## src/rtl/candidategen_sweep_ctrl.sv

```systemverilog
// Sweep controller for the candidate-row generator: loads an initial hard-decision
// vector, then issues one generator job per (j, a != x[j]) pair, j-major, a-minor.

module candidategen_sweep_ctrl #(
  parameter  int J       = 14,
  parameter  int A       = 2,
  parameter  int TIMEOUT = 4096,
  localparam int AWIDTH  = $clog2(A) + 1,
  localparam int J_WIDTH = $clog2(J) + 1
) (
  input  logic                  clk,
  input  logic                  rst_n,
  input  logic [J*AWIDTH-1:0]   cfg_x_initial,
  input  logic                  cfg_valid,
  output logic                  cfg_ready,
  output logic                  cfg_err,
  input  logic                  abort,
  input  logic                  sink_ready,
  output logic [J*AWIDTH-1:0]   gen_x_initial,
  output logic                  gen_x_initial_tvalid,
  output logic                  gen_start,
  output logic [J_WIDTH-1:0]    gen_j_index,
  output logic [AWIDTH-1:0]     gen_a_value,
  input  logic                  gen_row_tvalid,
  input  logic                  gen_row_tlast,
  output logic [15:0]           job_rows,
  output logic [15:0]           job_cnt,
  output logic                  busy,
  output logic                  sweep_done,
  output logic                  err_timeout
);

  localparam int                  XW       = J * AWIDTH;
  localparam int                  TW       = $clog2(TIMEOUT) + 1;
  localparam logic [TW-1:0]       TMO_LAST = TW'(TIMEOUT - 1);
  localparam logic [J_WIDTH-1:0]  J_END    = J_WIDTH'(J);
  localparam logic [AWIDTH-1:0]   A_MAX    = AWIDTH'(A - 1);
  localparam logic [AWIDTH-1:0]   A_LIM    = AWIDTH'(A);

  typedef enum logic [2:0] {
    S_IDLE,
    S_LOAD,
    S_SEEK,
    S_ISSUE,
    S_STREAM,
    S_DRAIN,
    S_DONE
  } state_t;

  state_t state_q, state_d;

  logic              cfg_ready_q, cfg_ready_d;
  logic              cfg_err_q, cfg_err_d;
  logic [XW-1:0]     gen_x_q, gen_x_d;
  logic              gen_xtv_q, gen_xtv_d;
  logic              gen_start_q, gen_start_d;
  logic [J_WIDTH-1:0] gen_j_q, gen_j_d;
  logic [AWIDTH-1:0] gen_a_q, gen_a_d;
  logic [15:0]       job_rows_q, job_rows_d;
  logic [15:0]       job_cnt_q, job_cnt_d;
  logic              busy_q, busy_d;
  logic              sweep_done_q, sweep_done_d;
  logic              err_timeout_q, err_timeout_d;

  logic [J_WIDTH-1:0] j_q, j_d;
  logic [AWIDTH-1:0] a_q, a_d;
  logic [15:0]       row_cnt_q, row_cnt_d;
  logic [TW-1:0]     tmo_q, tmo_d;
  logic              prev_tvalid_q, prev_tvalid_d;
  logic              drain_q, drain_d;

  logic              cfg_fire;
  logic              cfg_bad;
  logic [AWIDTH-1:0] cur_sym;
  logic [J_WIDTH-1:0] j_adv;
  logic [AWIDTH-1:0] a_adv;
  logic              j_end;
  logic              pair_skip;
  logic              job_end;
  logic              tmo_hit;

  // tlast is observational only; a job ends on the tvalid falling edge.
  logic              unused_tlast;
  assign unused_tlast = gen_row_tlast;

  assign cfg_fire  = (state_q == S_IDLE) && cfg_valid;
  assign j_end     = (j_q >= J_END);
  assign pair_skip = (cur_sym == a_q);
  assign job_end   = (state_q == S_STREAM) && prev_tvalid_q && !gen_row_tvalid;
  assign tmo_hit   = (state_q == S_STREAM) && !job_end && (tmo_q == TMO_LAST);

  always_comb begin
    cfg_bad = 1'b0;
    for (int k = 0; k < J; k++) begin
      if (cfg_x_initial[k*AWIDTH +: AWIDTH] >= A_LIM) cfg_bad = 1'b1;
    end
  end

  always_comb begin
    cur_sym = '0;
    for (int k = 0; k < J; k++) begin
      if (j_q == J_WIDTH'(k)) cur_sym = gen_x_q[k*AWIDTH +: AWIDTH];
    end
  end

  // Pair iterator: a is the inner loop, wrapping into the next position j.
  always_comb begin
    a_adv = a_q + 1'b1;
    j_adv = j_q;
    if (a_q >= A_MAX) begin
      a_adv = '0;
      j_adv = j_q + 1'b1;
    end
  end

  always_ff @(posedge clk or negedge rst_n) begin
    if (!rst_n) state_q <= S_IDLE;
    else        state_q <= state_d;
  end

  always_comb begin
    state_d = state_q;
    case (state_q)
      S_IDLE:   if (cfg_fire && !cfg_bad) state_d = S_LOAD;
      S_LOAD:   state_d = abort ? S_IDLE : S_SEEK;
      S_SEEK: begin
        if (abort)           state_d = S_IDLE;
        else if (j_end)      state_d = S_DONE;
        else if (!pair_skip) state_d = S_ISSUE;
      end
      S_ISSUE: begin
        if (abort)           state_d = S_IDLE;
        else if (sink_ready) state_d = S_STREAM;
      end
      S_STREAM: begin
        if (abort || tmo_hit) state_d = S_DRAIN;
        else if (job_end)     state_d = S_SEEK;
      end
      S_DRAIN:  if (!gen_row_tvalid && drain_q) state_d = S_IDLE;
      S_DONE:   state_d = S_IDLE;
      default:  state_d = S_IDLE;
    endcase
  end

  // Status outputs are registered copies of the next-state decode, so they line up with state_q.
  always_comb begin
    cfg_ready_d   = (state_d == S_IDLE);
    busy_d        = (state_d != S_IDLE);
    gen_xtv_d     = (state_d == S_LOAD);
    sweep_done_d  = (state_d == S_DONE);
    cfg_err_d     = cfg_fire && cfg_bad;
    gen_start_d   = 1'b0;
    gen_x_d       = gen_x_q;
    gen_j_d       = gen_j_q;
    gen_a_d       = gen_a_q;
    job_rows_d    = job_rows_q;
    job_cnt_d     = job_cnt_q;
    err_timeout_d = err_timeout_q;
    j_d           = j_q;
    a_d           = a_q;
    row_cnt_d     = row_cnt_q;
    tmo_d         = tmo_q;
    prev_tvalid_d = prev_tvalid_q;
    drain_d       = drain_q;

    case (state_q)
      S_IDLE: begin
        if (cfg_fire && !cfg_bad) begin
          gen_x_d       = cfg_x_initial;
          job_cnt_d     = '0;
          err_timeout_d = 1'b0;
          j_d           = '0;
          a_d           = '0;
        end
      end
      S_SEEK: begin
        if (!abort && !j_end && pair_skip) begin
          j_d = j_adv;
          a_d = a_adv;
        end
      end
      S_ISSUE: begin
        if (!abort && sink_ready) begin
          gen_start_d   = 1'b1;
          gen_j_d       = j_q;
          gen_a_d       = a_q;
          row_cnt_d     = '0;
          tmo_d         = '0;
          prev_tvalid_d = 1'b0;
        end
      end
      S_STREAM: begin
        prev_tvalid_d = gen_row_tvalid;
        drain_d       = 1'b0;
        if (gen_row_tvalid && (row_cnt_q != 16'hFFFF)) row_cnt_d = row_cnt_q + 16'd1;
        if (!tmo_hit) tmo_d = tmo_q + 1'b1;
        if (tmo_hit) err_timeout_d = 1'b1;
        // Completion is honoured even when abort wins the state transition.
        if (job_end) begin
          job_rows_d = row_cnt_q;
          if (job_cnt_q != 16'hFFFF) job_cnt_d = job_cnt_q + 16'd1;
          j_d = j_adv;
          a_d = a_adv;
        end
      end
      S_DRAIN: drain_d = !gen_row_tvalid;
      default: ;
    endcase
  end

  always_ff @(posedge clk or negedge rst_n) begin
    if (!rst_n) begin
      cfg_ready_q   <= 1'b1;
      cfg_err_q     <= 1'b0;
      gen_x_q       <= '0;
      gen_xtv_q     <= 1'b0;
      gen_start_q   <= 1'b0;
      gen_j_q       <= '0;
      gen_a_q       <= '0;
      job_rows_q    <= '0;
      job_cnt_q     <= '0;
      busy_q        <= 1'b0;
      sweep_done_q  <= 1'b0;
      err_timeout_q <= 1'b0;
      j_q           <= '0;
      a_q           <= '0;
      row_cnt_q     <= '0;
      tmo_q         <= '0;
      prev_tvalid_q <= 1'b0;
      drain_q       <= 1'b0;
    end else begin
      cfg_ready_q   <= cfg_ready_d;
      cfg_err_q     <= cfg_err_d;
      gen_x_q       <= gen_x_d;
      gen_xtv_q     <= gen_xtv_d;
      gen_start_q   <= gen_start_d;
      gen_j_q       <= gen_j_d;
      gen_a_q       <= gen_a_d;
      job_rows_q    <= job_rows_d;
      job_cnt_q     <= job_cnt_d;
      busy_q        <= busy_d;
      sweep_done_q  <= sweep_done_d;
      err_timeout_q <= err_timeout_d;
      j_q           <= j_d;
      a_q           <= a_d;
      row_cnt_q     <= row_cnt_d;
      tmo_q         <= tmo_d;
      prev_tvalid_q <= prev_tvalid_d;
      drain_q       <= drain_d;
    end
  end

  assign cfg_ready            = cfg_ready_q;
  assign cfg_err              = cfg_err_q;
  assign gen_x_initial        = gen_x_q;
  assign gen_x_initial_tvalid = gen_xtv_q;
  assign gen_start            = gen_start_q;
  assign gen_j_index          = gen_j_q;
  assign gen_a_value          = gen_a_q;
  assign job_rows             = job_rows_q;
  assign job_cnt              = job_cnt_q;
  assign busy                 = busy_q;
  assign sweep_done           = sweep_done_q;
  assign err_timeout          = err_timeout_q;

endmodule

```

## config.mk

```make
export PLATFORM = sky130hd
export DESIGN_NAME = candidategen_sweep_ctrl
export DESIGN_NICKNAME = d
export VERILOG_FILES = /design/src/rtl/candidategen_sweep_ctrl.sv
export SDC_FILE = /design/constraint.sdc
export NUM_CORES = 1
export LEC_CHECK = 0
export BUFFER_PORTS_ARGS = -buffer_cell sky130_fd_sc_hd__clkbuf_2
export CAP_MARGIN = 5
export CORE_AREA = 10 10 124 126
export CTS_CLUSTER_DIAMETER = 50
export CTS_CLUSTER_SIZE = 8
export DETAILED_ROUTE_END_ITERATION = 7
export DIE_AREA = 0 0 134 136
export MAX_ROUTING_LAYER = met4
export PLACE_DENSITY = 0.68
export SYNTH_ARGS = -nofsm -noshare
export SYNTH_HDL_FRONTEND = slang
export SYNTH_SLANG_ARGS = --single-unit
export TNS_END_PERCENT = 30
```

## constraint.sdc

```tcl
create_clock -name clk -period 2.8 [get_ports clk]
set_input_delay 0.28 -clock clk [delete_from_list [all_inputs] [get_ports clk]]
set_output_delay 0.28 -clock clk [all_outputs]
set_load 0.01 [all_outputs]
```

==> summary.md <==
The flow ran to the end, and the final reports show no timing, DRC or antenna violations. In this run the worst path has a maximum fanout of 6. The tools report the post-detailed-placement half-perimeter wirelength as 10300 um. Top cell type by total area after synthesis: dfrtp_1.

The run gives 0 ps as the total negative slack for setup checks. Including well taps, the total number of placed cells is 843. For the number of warning messages in the yosys log, the log shows 0. The final critical path time including I/O delays and setup was 2730 ps. The startpoint identified for the worst register-to-register timing path is j_q[0]. From left edge to right edge, the die measures 134 um. Cell class contributing the biggest share of worst-path delay: compound AO/OA/AOI/OAI gates. The final setup violation count is 0. The critical path in this run is classified as reg2reg. For the area inside the core boundary, the log shows 13000 um2. Of the cells placed in the final design, the portion with a size suffix greater than 1 is 35.9%. The worst hold path belongs to the class in2reg. TritonCTS created 17 clock buffers. Across the VDD grid, the largest voltage drop is 648 uV. After the first detailed-routing iteration, the DRC count stood at 206. A synthesized cell averages 10.3 um2. The wire length of the first global-routing pass is 24100 um, and the clock-pin slew on the worst setup and hold paths is 50 ps.

The number of unique standard cell types used by synthesis is 70. Library cell used as clock root buffer: clkbuf_16. In the synthesized netlist the dominant register cell turns out to be dfrtp_1. The total buffers and inverters traversed by the critical path works out to 1.

The effective utilization at floorplan was 43.7%. STA classifies the critical path startpoint as a flop. Excluding fillers, the count of instances in the completed layout stands at 884. The average wire per standard cell was 16.2 um. The post-synthesis cell count was 550. In the synthesized netlist the async set-or-reset flop fraction comes to 100%.

The worst-case setup slack after placement was -90.7 ps; the total congestion overflow after global routing was 0. The tools report the total placed instance area as 6570 um2. Sorting the synthesized cells by area gives the leading types as dfrtp_1, mux2_2, nor2_1. For this design the static power due to leakage is 3.57 nW. The source of the critical timing path is j_q[0].

For this design the ratio of total power to cell area is 857 nW/um2. The origin of the worst min-delay path is cfg_x_initial[24]. Derived from the worst setup path, the maximum achievable clock frequency is 366 MHz. In this run the biggest area consumer among cell types represents 50.3% of the synthesized area. The die covers 18200 um2.

After synthesis the cells add up to 5670 um2. The number of levels in the clock H-tree came out at 4. The slowest stage of the critical path is the dfrtp_2 cell.

Number of pins with negative max-slew slack in the final report: 0. The area growth from synthesis to layout is 30.6%. Setup repair after global routing could not meet its margin everywhere. The clock net in this run drives a total of 115 sinks. The number of enable flip-flop cells after synthesis works out to 0. The run gives 0 as the number of antenna violations at the first check in global routing.

Total number of vias: 4668. Counting every net in the synthesized netlist gives 594. TritonCTS built the clock tree. The floorplan step set the die height to 136 um.

The hold violation count in the final report was 0; the data arrival time at the worst-slack endpoint was 3040 ps. In this run, synthesis produced a sequential element count of 115. For the worst-skew pair, the clock arrives at the later sink with an insertion delay of 420 ps. The repair_antennas step left the layout with diodes totalling 0. Input and output buffers added on the ports amount to 107. Wires add up to 14300 um. For the largest net degree at the start of global routing, the log shows 58.

The pre-antenna-repair detailed-routing pass consisted of 5 iterations. Global routing used 16.7% of the available tracks. For the pin with the worst max-slew slack, the measured transition is 752 ps. The via count of the first global-routing pass was 5009. The tools report the kind of end point of the critical path as a flop. Pin placement for this block handled 109 I/O pins. Counting along the longest clock path gives a buffer depth of 2. After detailed routing, the number of remaining DRC violations is 0. Walking the worst path, the cells encountered are ha_2 -> nor2b_2 -> a22o_1 -> a221oi_2 -> o211ai_1 -> a21o_1 -> a41o_4 -> buf_4 -> and2_4 -> a31o_2. On the final layout, the worst clock skew is 7.99 ps.

Headroom to the max-slew limit came out at 49.8%. The max-cap violation count is 0. Longest individual stage delay on the worst path: 460 ps. Using the TritonRoute via totals, the vias-per-cell ratio works out to 5.28. By count the netlist is led by dfrtp_1, nor2_1, nand2_1, mux2_2, a21oi_1. After routing the design area is 7400 um2. The minimum setup slack in the final design came out at 67.3 ps. Once detail routing completed, the nets flagged for antenna violations numbered 0. The most common cell in the synthesized netlist is dfrtp_1. The share of the Yosys chip area taken by registers is 50.8%. For the count of standard-cell rows, the log shows 42. Routability-driven placement finished with a final weighted congestion of 0.905. The ratio of final minimum period to clock period came out at 97.6%. STA puts the critical path data required time at 3110 ps. For this run, the post-layout net count is 739.
-- cell type report --
type	instances	area, um2
timing repair buffer	147	851
sequential	115	2890
clock inverter	14	205
tap	176	220
clock buffer	18	429
fill	1149	5580
inverter	15	62.6
multi-input combinational	399	2750
-- routing by layer --
metal	vias up	track usage, %	routed length [um]
met1	2289	19.0	6260
li1	2232	-	-
met2	124	27.5	7230
met4	0	6.65	228
met5	-	-	0
met3	23	4.83	577
-- per-stage QoR --
stage,utilization [%],hold WS (ps),total power [mW]
after floorplan,-,-15.6,3.23
after detailed placement,50.6,200,3.85
after global routing,57.0,69.1,6.70
after global placement,50.6,197,3.77
after CTS,56.0,51.5,6.24
final,57.0,68.6,6.34
-- cell families after synthesis --
logic type	share of synthesized area [%]
flops	50.8
fa+ha+maj	1.99
compound gates	11.3
buf+inv	2.85
xor+xnor	4.79
simple gates	21.6
mux	6.76
-- path summary, 6_finish.rpt --
| check | end | cells past startpoint | slack, ps |
|---|---|---|---|
| worst max-delay path | j_q[0] | 10 | 70 |
| worst min-delay path | gen_x_initial[24] | 3 | 70 |
| worst max register to register | j_q[0] | 10 | 70 |
| worst min register to register | gen_j_index[2] | 2 | 470 |
| max in group asynchronous | cfg_ready | 3 | 1710 |
| min in group asynchronous | job_rows[6] | 2 | 310 |
-- sequential cells by signal, indices dropped and copies added (netlist names), 2 cells and up --
register and cells:
job_cnt 16, gen_a_value 2, gen_j_index 5, tmo_q 13, row_cnt_q 16, a_q 2
j_q 5, gen_x_initial 28, state_q 3, job_rows 16
-- cells in the final DEF, fill, tap and decap left out, types with 16 or more instances in the layout --
| cell type | n |
|---|---|
| dfrtp_1 | 109 |
| clkbuf_2 | 107 |
| nor2_1 | 60 |
| nand2_1 | 49 |
| buf_4 | 38 |
| mux2_2 | 30 |
| nand3_1 | 23 |
| xor2_1 | 23 |
| o21ai_0 | 22 |
| nor2b_1 | 21 |
| a21oi_1 | 20 |
| clkbuf_16 | 17 |
| nand4_1 | 16 |
-- repair_timing --
action                                  in CTS  in global routing
hold buffers                                 1                  0
endpoints found under the setup margin       6                  9
endpoints found under the hold margin       22                  0
pin swaps                                    5                  7
resized for setup                            9                 25
buffers inserted                             2                  6
-- power breakdown --
part	internal (mW)	switching, mW
Combinational	0.894	0.989
Clock	1.50	0.805
Sequential	1.90	0.258
-- worst min-delay path, cell delays in order --
cell and delay, ps:
clkbuf_2 70, nand2_1 30, o21ai_0 50
Note: power is estimated with default switching activity, not from simulation.
